--- src/rtl/flow_power_frame.sv ---
// Instantaneous power I^2+Q^2 in a two-stage pipeline, sliced into fixed-length
// frames with tlast, bin index, completed-frame count and short-frame flagging.
module flow_power_frame #(
  parameter int IW        = 16,
  parameter int DATAWIDTH = 64,
  parameter int AWIDTH    = 8,
  parameter int FRAME_LEN = 256
) (
  input  logic                 clk,
  input  logic                 rst_n,
  input  logic [IW-1:0]        din_i,
  input  logic [IW-1:0]        din_q,
  input  logic                 din_tvalid,
  input  logic                 din_sof,
  output logic [DATAWIDTH-1:0] dout,
  output logic                 dout_tvalid,
  output logic                 dout_tlast,
  output logic [AWIDTH-1:0]    dout_index,
  output logic [15:0]          frame_cnt,
  output logic                 err_short
);

  localparam int PW = 2 * IW;
  localparam logic [AWIDTH-1:0] LAST_BIN = AWIDTH'(FRAME_LEN - 1);

  logic [AWIDTH-1:0]    bin_cnt_q, bin_cnt_d;
  logic                 v1_q, v1_d;
  logic                 last1_q, last1_d;
  logic                 err1_q, err1_d;
  logic [AWIDTH-1:0]    idx1_q, idx1_d;
  logic [PW-1:0]        ii_q, ii_d;
  logic [PW-1:0]        qq_q, qq_d;
  logic [PW-1:0]        ie_s, qe_s;
  logic [PW:0]          sum_s;

  logic [DATAWIDTH-1:0] dout_q, dout_d;
  logic                 tvalid_q, tvalid_d;
  logic                 tlast_q, tlast_d;
  logic [AWIDTH-1:0]    index_q, index_d;
  logic                 err_q, err_d;
  logic [15:0]          frame_cnt_q, frame_cnt_d;

  // Stage 1: sign-extend so the low PW bits of the square are exact, then tag framing sideband.
  always_comb begin
    ie_s      = {{IW{din_i[IW-1]}}, din_i};
    qe_s      = {{IW{din_q[IW-1]}}, din_q};
    bin_cnt_d = bin_cnt_q;
    v1_d      = din_tvalid;
    last1_d   = 1'b0;
    err1_d    = 1'b0;
    idx1_d    = '0;
    ii_d      = '0;
    qq_d      = '0;
    if (din_tvalid) begin
      ii_d = ie_s * ie_s;
      qq_d = qe_s * qe_s;
      if (din_sof) begin
        err1_d    = (bin_cnt_q != '0);
        bin_cnt_d = AWIDTH'(1);
      end else begin
        idx1_d = bin_cnt_q;
        if (bin_cnt_q == LAST_BIN) begin
          last1_d   = 1'b1;
          bin_cnt_d = '0;
        end else begin
          bin_cnt_d = bin_cnt_q + AWIDTH'(1);
        end
      end
    end else begin
      bin_cnt_d = bin_cnt_q;
    end
  end

  // Stage 2: sum and present the beat; idle cycles drive all beat fields to zero.
  always_comb begin
    sum_s       = {1'b0, ii_q} + {1'b0, qq_q};
    tvalid_d    = v1_q;
    dout_d      = '0;
    tlast_d     = 1'b0;
    index_d     = '0;
    err_d       = 1'b0;
    frame_cnt_d = frame_cnt_q;
    if (v1_q) begin
      dout_d  = DATAWIDTH'(sum_s);
      tlast_d = last1_q;
      index_d = idx1_q;
      err_d   = err1_q;
      if (last1_q) begin
        frame_cnt_d = frame_cnt_q + 16'd1;
      end else begin
        frame_cnt_d = frame_cnt_q;
      end
    end else begin
      frame_cnt_d = frame_cnt_q;
    end
  end

  // Pipeline and framing state registers.
  always_ff @(posedge clk or negedge rst_n) begin
    if (!rst_n) begin
      bin_cnt_q   <= '0;
      v1_q        <= 1'b0;
      last1_q     <= 1'b0;
      err1_q      <= 1'b0;
      idx1_q      <= '0;
      ii_q        <= '0;
      qq_q        <= '0;
      dout_q      <= '0;
      tvalid_q    <= 1'b0;
      tlast_q     <= 1'b0;
      index_q     <= '0;
      err_q       <= 1'b0;
      frame_cnt_q <= 16'd0;
    end else begin
      bin_cnt_q   <= bin_cnt_d;
      v1_q        <= v1_d;
      last1_q     <= last1_d;
      err1_q      <= err1_d;
      idx1_q      <= idx1_d;
      ii_q        <= ii_d;
      qq_q        <= qq_d;
      dout_q      <= dout_d;
      tvalid_q    <= tvalid_d;
      tlast_q     <= tlast_d;
      index_q     <= index_d;
      err_q       <= err_d;
      frame_cnt_q <= frame_cnt_d;
    end
  end

  assign dout        = dout_q;
  assign dout_tvalid = tvalid_q;
  assign dout_tlast  = tlast_q;
  assign dout_index  = index_q;
  assign frame_cnt   = frame_cnt_q;
  assign err_short   = err_q;

endmodule

--- config.mk ---
export PLATFORM = sky130hd
export DESIGN_NAME = flow_power_frame
export DESIGN_NICKNAME = d
export VERILOG_FILES = /design/src/rtl/flow_power_frame.sv
export SDC_FILE = /design/constraint.sdc
export NUM_CORES = 1
export LEC_CHECK = 0
export ABC_AREA = 1
export BUFFER_PORTS_ARGS = -buffer_cell sky130_fd_sc_hd__clkbuf_2
export CORE_MARGIN = 2
export CORE_UTILIZATION = 50
export DETAILED_ROUTE_END_ITERATION = 7
export PLACE_DENSITY = 0.67
export RECOVER_POWER = 100
export SLEW_MARGIN = 15
export SYNTH_ARGS = -nofsm -noshare
export SYNTH_HDL_FRONTEND = slang
export SYNTH_SLANG_ARGS = --single-unit
--- constraint.sdc ---
create_clock -name clk -period 2.1 [get_ports clk]
set_input_delay 0.42 -clock clk [delete_from_list [all_inputs] [get_ports clk]]
set_output_delay 0.42 -clock clk [all_outputs]
set_load 0.03 [all_outputs]
==> summary.md <==
| Metric | Value |
|---|---|
| Half-perimeter wire length after placement | `53.67 mm` |
| Crit path DAT | `5.24 ns` |
| Area grow syn2layout | `36.25%` |
| Placed inst area | `31650 sq um` |
| Synth async-reset ratio | `100.0%` |
| Initial Util | `50.50%` |
| Die width | `234.4 um` |
| Pre-CTS setup slack | `-3.498 ns` |
| Core box area | `52550 sq um` |
| Worst Path Required | `2.40 ns` |
| Final Wtd Congestion | `0.9412` |
| # clock sinks | `141` |
| Die Y | `234.4 um` |
| Hold Crit Class | `in2reg` |
| Routed wire length | `66.73 mm` |
| Post-synth top cells | `inv_1 (1005), nand2_1 (855), fa_1 (468)` |
| DRT antenna net count | `0` |
| Ant. Diodes | `0` |
| Netlist Area Pre-Place | `26540 sq um` |
| Worst slew pin tran | `1.427 ns` |
| Via-per-instance ratio | `4.766` |
| I/O pin count | `127` |
| Fraction of layout instances using a drive strength above 1 | `30.88%` |
| TritonCTS clock tree | `built` |
| Netlist cell types | `34` |
| GRT Residual Overflow | `0` |
| CP Launch Type | `input port` |
| Top post-synthesis cells by area | `fa_1 (35%), inv_1 (14%), dfrtp_1 (13%)` |
| RSZ-0062 raised after global routing | `yes` |
| Routed WL per cell | `14.27 um` |
| Total global-route track usage | `25.08%` |
| Critical Path Fanout Max | `7` |
| DRT iter0 DRCs | `1234` |
| Largest area contributor in the netlist | `fa_1` |
| Yosys warnings | `0` |
| Clock Pin Slew Worst Setup and Hold Paths | `0.06 ns` |
| Hold Fails Final Rpt | `0` |
| TNS Setup | `-138.85 ns` |
| Largest net degree at the start of global routing | `78` |
| Mapped Cells | `3460` |
| Failing checks | `setup timing` |
| Num CTS Buffers | `17` |
| Hold slack | `0.2400 ns` |
| H-tree levels | `4` |
| Status | `finished, violations left` |
| First-pass GRT wire length | `111.0 mm` |
| Initial antenna violation count | `0` |
| Post-layout minimum cycle time | `4.936 ns` |
| Drc violations | `0` |
| Vias in the first global route | `23.44k` |
| Syn_area_per_cell | `7.670 sq um` |
| Final Cycle Share | `235.0%` |
| Die area | `54940 sq um` |
| Worst skew pair latency | `0.42 ns` |
| Maximum count of clock buffers along a single path | `2` |
| Seq/Total Area, Yosys | `13.29%` |
| Top cell type's share of synthesized area | `35.30%` |
| Row Count | `84` |
| Max_slew headroom | `4.848%` |
| Nets | `4692` |
| CP endpoint kind | `register` |
| Most common cell in the netlist | `inv_1` |
| Max cap viols | `0` |
| Prevailing post-synth register cell | `dfrtp_1` |
| Slew Limit Fails | `0` |
| Clock root buffer | `clkbuf_16` |
| Final worst setup slack | `-2.836 ns` |
| Post-synthesis register bit count | `141` |
| Number of flops mapped to enable cells by yosys | `0` |
| CP Class | `in2reg` |
| Fin area | `36160 sq um` |
| Post-Route Skew | `0.007520 ns` |
| Vias | `22.28k` |
| Setup Viol. Count Final | `69` |
| Port Buffers | `95` |
| Pre-Repair DR Iteration Count | `6` |
| Peak Freq | `0.2026 GHz` |
-- logic make-up after synthesis --
logic type | after synthesis | share of synthesized area, %
XOR/XNOR | 66 | 2.178
AO/OA/AOI/OAI | 165 | 3.517
AND/OR/NAND/NOR | 1281 | 19.27
flip-flops | 141 | 13.29
buffers and inverters | 1124 | 16.34
adder cells (fa/ha/maj) | 682 | 45.39
other | 1 | 0.01413
-- path summary, 6_finish.rpt --
path                       slack [ns]  depth (start not counted)                   endpoint                start
setup / recovery                -2.84                         21         qq_q[29]$_DFF_PN0_            din_q[15]
setup reg to reg                -0.27                          4          dout[4]$_DFF_PN0_   tvalid_d$_DFF_PN0_
min in group asynchronous        0.37                          2  frame_cnt[15]$_DFFE_PN0P_                rst_n
hold / removal                   0.24                          2          last1_q$_DFF_PN0_              din_sof
hold reg to reg                  0.43                          2    dout_index[7]$_DFF_PN0_  idx1_q[7]$_DFF_PN0_
max in group asynchronous        0.36                          3          ii_q[8]$_DFF_PN0_                rst_n
-- layer usage --
| layer | track usage, % | part of all wire [%] | up-vias |
|---|---|---|---|
| li1 | - | - | 10920 |
| met1 | 33.94 | 44 | 10820 |
| met3 | 2.031 | 3.5 | 95 |
| met4 | 4.717 | 1.7 | 0 |
| met5 | 0 | 0 | - |
| met2 | 44.47 | 51 | 446 |
-- state kept, by name (all words and copies together) (netlist names) --
signal	count
dout_index	8
dout_tlast	1
tvalid_d	1
bin_cnt_q	8
err_short	1
idx1_q	8
dout_tvalid	1
dout	33
err1_q	1
ii_q	31
frame_cnt	16
last1_q	1
qq_q	31
-- worst max-delay path: stages --
cell and delay, ns:
clkbuf_16 0.14, buf_8 0.13, nand2_4 0.05, inv_2 0.04, fa_2 0.60, fa_2 0.53
buf_4 0.18, fa_1 0.55, fa_1 0.43, fa_1 0.51, fa_1 0.45, ha_4 0.33
nand2_4 0.08, nor2_4 0.13, nand3_2 0.10, nor3_2 0.17, nand2_1 0.11, nand3_1 0.09
nand2_1 0.06, nand2_1 0.07, nor2_1 0.04
-- cells in the final DEF (no fill, tap or decap), drive strengths merged --
cell         Yosys  final
clkinv           3      7
conb             1     31
dlygate4sd3      0      1
nor4             1      1
inv           1014   1017
bufinv           0      3
and2            10     10
xor2            34     34
o21bai          29     29
and3             1      1
o21a             2      2
clkbuf          74    114
nand2          857    857
xnor2           32     32
a21oi           99     99
a211oi           1      1
clkinvlp         0      3
ha             214    214
a311oi           1      1
nor3            44     44
fa             468    468
nor2           251    251
nand4           17     17
a41oi            1      1
or2              5      5
nand3b           6      6
nand3           89     89
buf             33    476
dfrtp          141    141
a31o             4      4
a21o             2      2
o21ai           26     26
-- metrics by stage --
step	util, %	cells
2_1_floorplan	-	3490
3_3_place_gp	60.24	4537
3_5_place_dp	60.24	4537
4_1_cts	66.71	4638
5_1_grt	68.81	4675
6_report	68.81	4675
-- cell type report --
type | count | area [sq um]
multi-input combinational | 2225 | 22180
inverter | 1017 | 3870
fill | 4105 | 16390
timing repair buffer | 572 | 5102
sequential | 141 | 3528
clock inverter | 13 | 181.4
tap | 688 | 860.8
clock buffer | 19 | 442.9
-- timing repair --
| action | CTS | global route |
|---|---|---|
| gates cloned | 3 | 1 |
| gates resized for setup | 512 | 275 |
| setup buffers | 65 | 42 |
| endpoints found under the hold margin | 9 | 0 |
| hold buffers | 1 | 0 |
| setup endpoints to repair | 58 | 66 |
| pin swaps | 269 | 235 |
Power is left out: the tool's default activity adds up to more than one toggle a clock period on the data nets, which glitch-free logic cannot reach.
